$ cat src/rtl/hex_keypad_entry.sv
// hex_keypad_entry: scans a 4x4 active-low hex keypad, debounces one key at a
// time and shifts each accepted key code into an 8-digit (32-bit) entry word.
// The word is laid out to feed the seven-segment display controller's din
// directly. Digit 0 (value[3:0]) is the most recently entered key.
//
// Ports:
//   clk          system clock (only clock)
//   reset        asynchronous active-low reset
//   row[3:0]     keypad rows, active-low, asynchronous to clk
//   clear        synchronous clear of value and digit_count
//   col[3:0]     column drive, active-low one-hot
//   value[31:0]  entry word
//   key_code     last accepted key ({row, col})
//   key_valid    one-cycle pulse per accepted key
//   digit_count  digits entered, saturates at 8
//
// Optional feature macro: ENTRY_LOCK_EN. When defined, value stops shifting
// once 8 digits are held, until clear. key_valid/key_code keep reporting keys.

module hex_keypad_entry #(
    parameter int unsigned SCAN_DIV       = 100000,
    parameter int unsigned DEBOUNCE_SCANS = 4
) (
    input  logic        clk,
    input  logic        reset,
    input  logic [3:0]  row,
    input  logic        clear,
    output logic [3:0]  col,
    output logic [31:0] value,
    output logic [3:0]  key_code,
    output logic        key_valid,
    output logic [3:0]  digit_count
);

    localparam int unsigned DIV_W      = (SCAN_DIV > 1) ? $clog2(SCAN_DIV) : 1;
    localparam logic [DIV_W-1:0] DIV_LAST = DIV_W'(SCAN_DIV - 1);
    localparam logic [3:0]  DEB_N      = 4'(DEBOUNCE_SCANS);
    localparam logic [3:0]  MAX_DIGITS = 4'd8;

    typedef enum logic [1:0] {
        ST_SCAN     = 2'd0,
        ST_DEBOUNCE = 2'd1,
        ST_HELD     = 2'd2,
        ST_RELEASE  = 2'd3
    } state_e;

    state_e            state_q, state_d;
    logic [DIV_W-1:0]  div_q, div_d;
    logic [3:0]        sync1_q, sync2_q;
    logic [3:0]        col_q, col_d;
    logic [1:0]        row_idx_q, row_idx_d;
    logic [3:0]        pat_q, pat_d;
    logic [3:0]        cnt_q, cnt_d;
    logic [31:0]       value_q, value_d;
    logic [3:0]        key_code_q, key_code_d;
    logic              key_valid_q, key_valid_d;
    logic [3:0]        digit_count_q, digit_count_d;

    logic              tick;
    logic [3:0]        rs;
    logic [3:0]        rs_low;
    logic              one_low;
    logic [1:0]        rs_row;
    logic [1:0]        col_idx;
    logic              accept;
    logic              advance;
    logic [3:0]        acc_code;
    logic [3:0]        cnt_inc;

    assign tick    = (div_q == DIV_LAST);
    assign rs      = sync2_q;
    assign rs_low  = ~rs;
    // Exactly one row low: nonzero and a power of two.
    assign one_low = (rs_low != 4'd0) && ((rs_low & (rs_low - 4'd1)) == 4'd0);
    assign cnt_inc = cnt_q + 4'd1;

    // Row index of the single low row (only meaningful when one_low).
    always_comb begin
        rs_row = 2'd0;
        unique case (rs_low)
            4'b0010: rs_row = 2'd1;
            4'b0100: rs_row = 2'd2;
            4'b1000: rs_row = 2'd3;
            default: rs_row = 2'd0;
        endcase
    end

    // Index of the column currently driven low.
    always_comb begin
        col_idx = 2'd0;
        unique case (col_q)
            4'b1101: col_idx = 2'd1;
            4'b1011: col_idx = 2'd2;
            4'b0111: col_idx = 2'd3;
            default: col_idx = 2'd0;
        endcase
    end

    // Scan tick divider.
    assign div_d = tick ? '0 : (div_q + DIV_W'(1));

    // Next-state logic for the scan/debounce FSM.
    always_comb begin
        state_d   = state_q;
        col_d     = col_q;
        row_idx_d = row_idx_q;
        pat_d     = pat_q;
        cnt_d     = cnt_q;
        accept    = 1'b0;
        advance   = 1'b0;
        if (tick) begin
            unique case (state_q)
                ST_SCAN: begin
                    if (one_low) begin
                        row_idx_d = rs_row;
                        pat_d     = rs;
                        cnt_d     = 4'd1;
                        if (DEB_N == 4'd1) begin
                            state_d = ST_HELD;
                            accept  = 1'b1;
                        end else begin
                            state_d = ST_DEBOUNCE;
                        end
                    end else begin
                        advance = 1'b1;
                    end
                end
                ST_DEBOUNCE: begin
                    if (rs == pat_q) begin
                        cnt_d = cnt_inc;
                        if (cnt_inc == DEB_N) begin
                            state_d = ST_HELD;
                            accept  = 1'b1;
                        end
                    end else begin
                        state_d = ST_SCAN;
                        advance = 1'b1;
                    end
                end
                ST_HELD: begin
                    // Only the latched row matters while the key is down.
                    if (rs[row_idx_q]) begin
                        cnt_d = 4'd1;
                        if (DEB_N == 4'd1) begin
                            state_d = ST_SCAN;
                            advance = 1'b1;
                        end else begin
                            state_d = ST_RELEASE;
                        end
                    end
                end
                ST_RELEASE: begin
                    if (rs[row_idx_q]) begin
                        cnt_d = cnt_inc;
                        if (cnt_inc == DEB_N) begin
                            state_d = ST_SCAN;
                            advance = 1'b1;
                        end
                    end else begin
                        state_d = ST_HELD;
                    end
                end
                default: state_d = ST_SCAN;
            endcase
        end
        if (advance) begin
            col_d = {col_q[2:0], col_q[3]};
        end
    end

    // Column is held on accept, so the current column index is the key's.
    assign acc_code = {row_idx_d, col_idx};

    // Entry datapath; clear wins over a same-cycle accept.
    always_comb begin
        value_d       = value_q;
        key_code_d    = key_code_q;
        key_valid_d   = 1'b0;
        digit_count_d = digit_count_q;
        if (clear) begin
            value_d       = '0;
            digit_count_d = '0;
        end else if (accept) begin
            key_valid_d = 1'b1;
            key_code_d  = acc_code;
`ifdef ENTRY_LOCK_EN
            if (digit_count_q != MAX_DIGITS) begin
                value_d = {value_q[27:0], acc_code};
            end
`else
            value_d = {value_q[27:0], acc_code};
`endif
            if (digit_count_q != MAX_DIGITS) begin
                digit_count_d = digit_count_q + 4'd1;
            end
        end
    end

    // State register.
    always_ff @(posedge clk or negedge reset) begin
        if (!reset) begin
            state_q <= ST_SCAN;
        end else begin
            state_q <= state_d;
        end
    end

    // Synchronizer, divider, scan and entry registers.
    always_ff @(posedge clk or negedge reset) begin
        if (!reset) begin
            sync1_q       <= 4'hF;
            sync2_q       <= 4'hF;
            div_q         <= '0;
            col_q         <= 4'b1110;
            row_idx_q     <= 2'd0;
            pat_q         <= 4'hF;
            cnt_q         <= 4'd0;
            value_q       <= '0;
            key_code_q    <= 4'd0;
            key_valid_q   <= 1'b0;
            digit_count_q <= 4'd0;
        end else begin
            sync1_q       <= row;
            sync2_q       <= sync1_q;
            div_q         <= div_d;
            col_q         <= col_d;
            row_idx_q     <= row_idx_d;
            pat_q         <= pat_d;
            cnt_q         <= cnt_d;
            value_q       <= value_d;
            key_code_q    <= key_code_d;
            key_valid_q   <= key_valid_d;
            digit_count_q <= digit_count_d;
        end
    end

    assign col         = col_q;
    assign value       = value_q;
    assign key_code    = key_code_q;
    assign key_valid   = key_valid_q;
    assign digit_count = digit_count_q;

endmodule

$ cat config.mk
export PLATFORM = sky130hd
export DESIGN_NAME = hex_keypad_entry
export DESIGN_NICKNAME = d
export VERILOG_FILES = /design/src/rtl/hex_keypad_entry.sv
export SDC_FILE = /design/constraint.sdc
export NUM_CORES = 1
export LEC_CHECK = 0
export ABC_CLOCK_PERIOD_IN_PS = 6100
export CAP_MARGIN = 20
export CORE_MARGIN = 2
export CORE_UTILIZATION = 25
export CTS_CLUSTER_DIAMETER = 200
export CTS_CLUSTER_SIZE = 30
export DETAILED_ROUTE_END_ITERATION = 6
export MAX_ROUTING_LAYER = met4
export PLACE_DENSITY = 0.51
export SETUP_SLACK_MARGIN = 0.4
export SLEW_MARGIN = 20
export SYNTH_ARGS = -nofsm -noshare
export SYNTH_HDL_FRONTEND = slang
export SYNTH_SLANG_ARGS = --single-unit
$ cat constraint.sdc
create_clock -name clk -period 6.1 [get_ports clk]
set_input_delay 1.83 -clock clk [delete_from_list [all_inputs] [get_ports clk]]
set_output_delay 1.83 -clock clk [all_outputs]
set_load 0.03 [all_outputs]
==> run summary <==
Clk sink count: 82
Port Buffer Count: 51
CP Class: reg -> out
Row count: 44
Syn_nets: 362
Final Skew: 0.009453 ns
Routability cong.: 0.7859
Worst-Margin Slew: 0.7520 ns
Mapped Cells: 351
Seq/Total Area, Yosys: 56.56%
Io pins: 52
Final setup TNS: 0 ns
Overflow after GRT: 0
Die H: 125.0 microns
Mapped cell area: 3661 sq um
PD cells: 242.8 nW/um^2
Main synth FF type: dfrtp_1
Endpoints failing setup: 0
Post-DP HPWL: 5.128 mm
Antenna-violating nets left: 0
WL final: 7.816 mm
Share of cells above drive strength 1: 14.04%
Die area: 15630 sq um
First DRT Iteration DRCs: 179
Final Slew Violations: 0
Fillcell total: 1483
Async set-reset flop share out of synthesis: 100.0%
First-pass GRT wire length: 13.66 mm
Post-CTS Setup Bufs: 0
PostCTS Resize Cnt: 0
WL/cell: 13.25 microns
Clock Tree Root: clkbuf_16
Slew headroom: 49.87%
R2r setup slk: 2.97 ns
Area of the core: 14420 sq um
Unrepaired setup endpoints after global routing: false
Critical R2R Launch: div_q[5]
Hold_sp: sync1_q[1]
Clk buf depth: 2
Leading area contributor after synthesis: dfrtp_1
Largest net degree at the start of global routing: 83
CP Cell Sequence: clkdlybuf4s50_1
Final Critical Period: 3.415 ns
Reg2Reg Depth: 5
Non-Filler Instances: 590
CP max FO: 5
Status: complete, no violations
CTS tree: done
CTS buffer count: 9
Crit path DAT: 1.59 ns
FF-to-FF End: digit_count[0]
Number of enable flip-flop cells after synthesis: 0
Distinct cells, synth: 45
Peak supply drop: 0.1371 mV
Initial antenna violation count: 0
First-pass detailed-route iteration total: 4
CTS Hold Buffers Added: 0
Clk pin slew, worst setup/hold paths: 0.06 ns
Static leakage: 1.886 nW
YS warnings: 0
Critical-path top delay cell: clkdlybuf4s50_1
CP bufs+invs: 1
Critical Path RT: 4.27 ns
H-tree Lvls: 3
Total global-route track usage: 11.05%
DP Cell Count: 574
Clock latency on the worst-skew pair: 0.34 ns
Post-synth top area share: 45.80%
Area growth from synthesis to layout: 27.38%
CP Capture Type: primary output
Vias: 2672
N_diodes: 0
Post-route DRC: 0
Avg Vias per Cell: 4.529
CP peak stage delay: 0.68 ns
Final worst path period share: 55.98%
Fin nets: 412
Synth Area per Inst: 10.43 sq um
Seq cells post-synth: 82
Die width: 125.0 microns
Synth top area cells: dfrtp_1, dfstp_2, nand2_1
Vias in the first global route: 2678
Endpoint, Worst Hold: rs[1]
Total power: 1.132 mW
Type of origin of the critical path: flop
HP Class: reg -> reg
FMAX: 292.8 MHz
Final Hold Vio Count: 0
Hold depth: 0
Initial core utilization: 25.38%
CP delay by family, top: buffers and inverters
Total of max-cap violations: 0
## synthesized netlist by cell type (3+ instances only)
master / count
nand2_1: 76
dfrtp_1: 67
a21oi_1: 35
nor2_1: 22
dfstp_2: 15
mux2_2: 12
xnor2_1: 12
xor2_1: 12
nand3_1: 11
clkbuf_1: 10
o21ai_0: 9
inv_1: 7
nand4_1: 6
nand2b_1: 5
buf_2: 4
ha_1: 4
and4_1: 3
nand3b_1: 3
nor2b_1: 3
nor4_1: 3
or3b_2: 3
## cell type report
cell class / instances / area, sq um / area share (%)
inverter: 7 / 26.28 / 0.5635
clock buffer: 12 / 256.5 / 5.500
clock inverter: 4 / 50.05 / 1.073
multi-input combinational: 247 / 1495 / 32.06
tap: 184 / 230.2 / 4.937
timing repair buffer: 54 / 534.3 / 11.46
sequential: 82 / 2071 / 44.41
## cells in the final DEF (no fill, tap or decap), types with 3 or more instances in the layout
master           netlist  layout
clkdlybuf4s50_1        0      50
nand2_1               76      76
nand2b_1               5       5
and4_1                 3       3
ha_1                   4       4
or3b_2                 3       3
nand3b_1               3       3
a21oi_1               35      35
clkbuf_16              0       9
inv_1                  7       7
nand4_1                6       6
o21ai_0                9       9
buf_4                  0       3
nor2b_1                3       3
xnor2_1               12      12
mux2_2                12      12
dfstp_2               15      15
dfrtp_1               67      67
xor2_1                12      12
nor2_1                22      22
nand3_1               11      11
nor4_1                 3       3
## sequential cells by signal (all words and copies together), names as in the netlist, 4 cells and up
register     flops
pat_q            4
col              4
value           32
div_q           17
key_code         4
cnt_q            4
digit_count      4
rs               4
sync1_q          4
## per-stage QoR
stage	hold slack [ns]	worst slack (ns)	utilization [%]	area (sq um)
3_3_place_gp	0.3455	2.625	30.18	4353
4_1_cts	0.3560	2.666	32.30	4659
3_5_place_dp	0.3473	2.606	30.18	4353
5_1_grt	0.3630	2.631	32.33	4663
6_report	0.3547	2.685	32.33	4663
2_1_floorplan	0.3452	3.536	-	3661
## where the power goes
group,switching (mW),leakage (nW),total (mW),internal [mW]
clock,0.214,0.145,0.553,0.339
sequential,0.00296,1.07,0.552,0.549
combinational,0.0192,0.668,0.0278,0.00857
total,0.236,1.89,1.13,0.896
## worst max path at each step
stage	from	end	slack [ns]	cells after the start
after CTS	col[3]	col[3]	2.67	1
after floorplan	clear	key_valid	3.54	3
after global placement	clear	key_code[1]	2.63	5
after global routing	col[3]	col[3]	2.63	1
after detailed placement	clear	key_code[1]	2.61	5
final	col[3]	col[3]	2.68	1
## routing by layer
layer	track usage, %	share of wire (%)
met5	-	0
met3	4.236	4.9
met2	16.46	46
met4	2.941	1.2
met1	14.16	48
## cells by family (layout without fill, tap and decap cells)
family          count (synthesis)  after routing  share of synthesized area, %
compound gates                 54             54                         8.134
xor+xnor                       24             24                         5.742
fa+ha+maj                       4              4                         1.367
buf+inv                        22             77                         2.598
flops                          82             82                         56.56
mux                            14             14                         4.580
simple gates                  151            151                         21.02
Power figures use the tool's default switching activity.
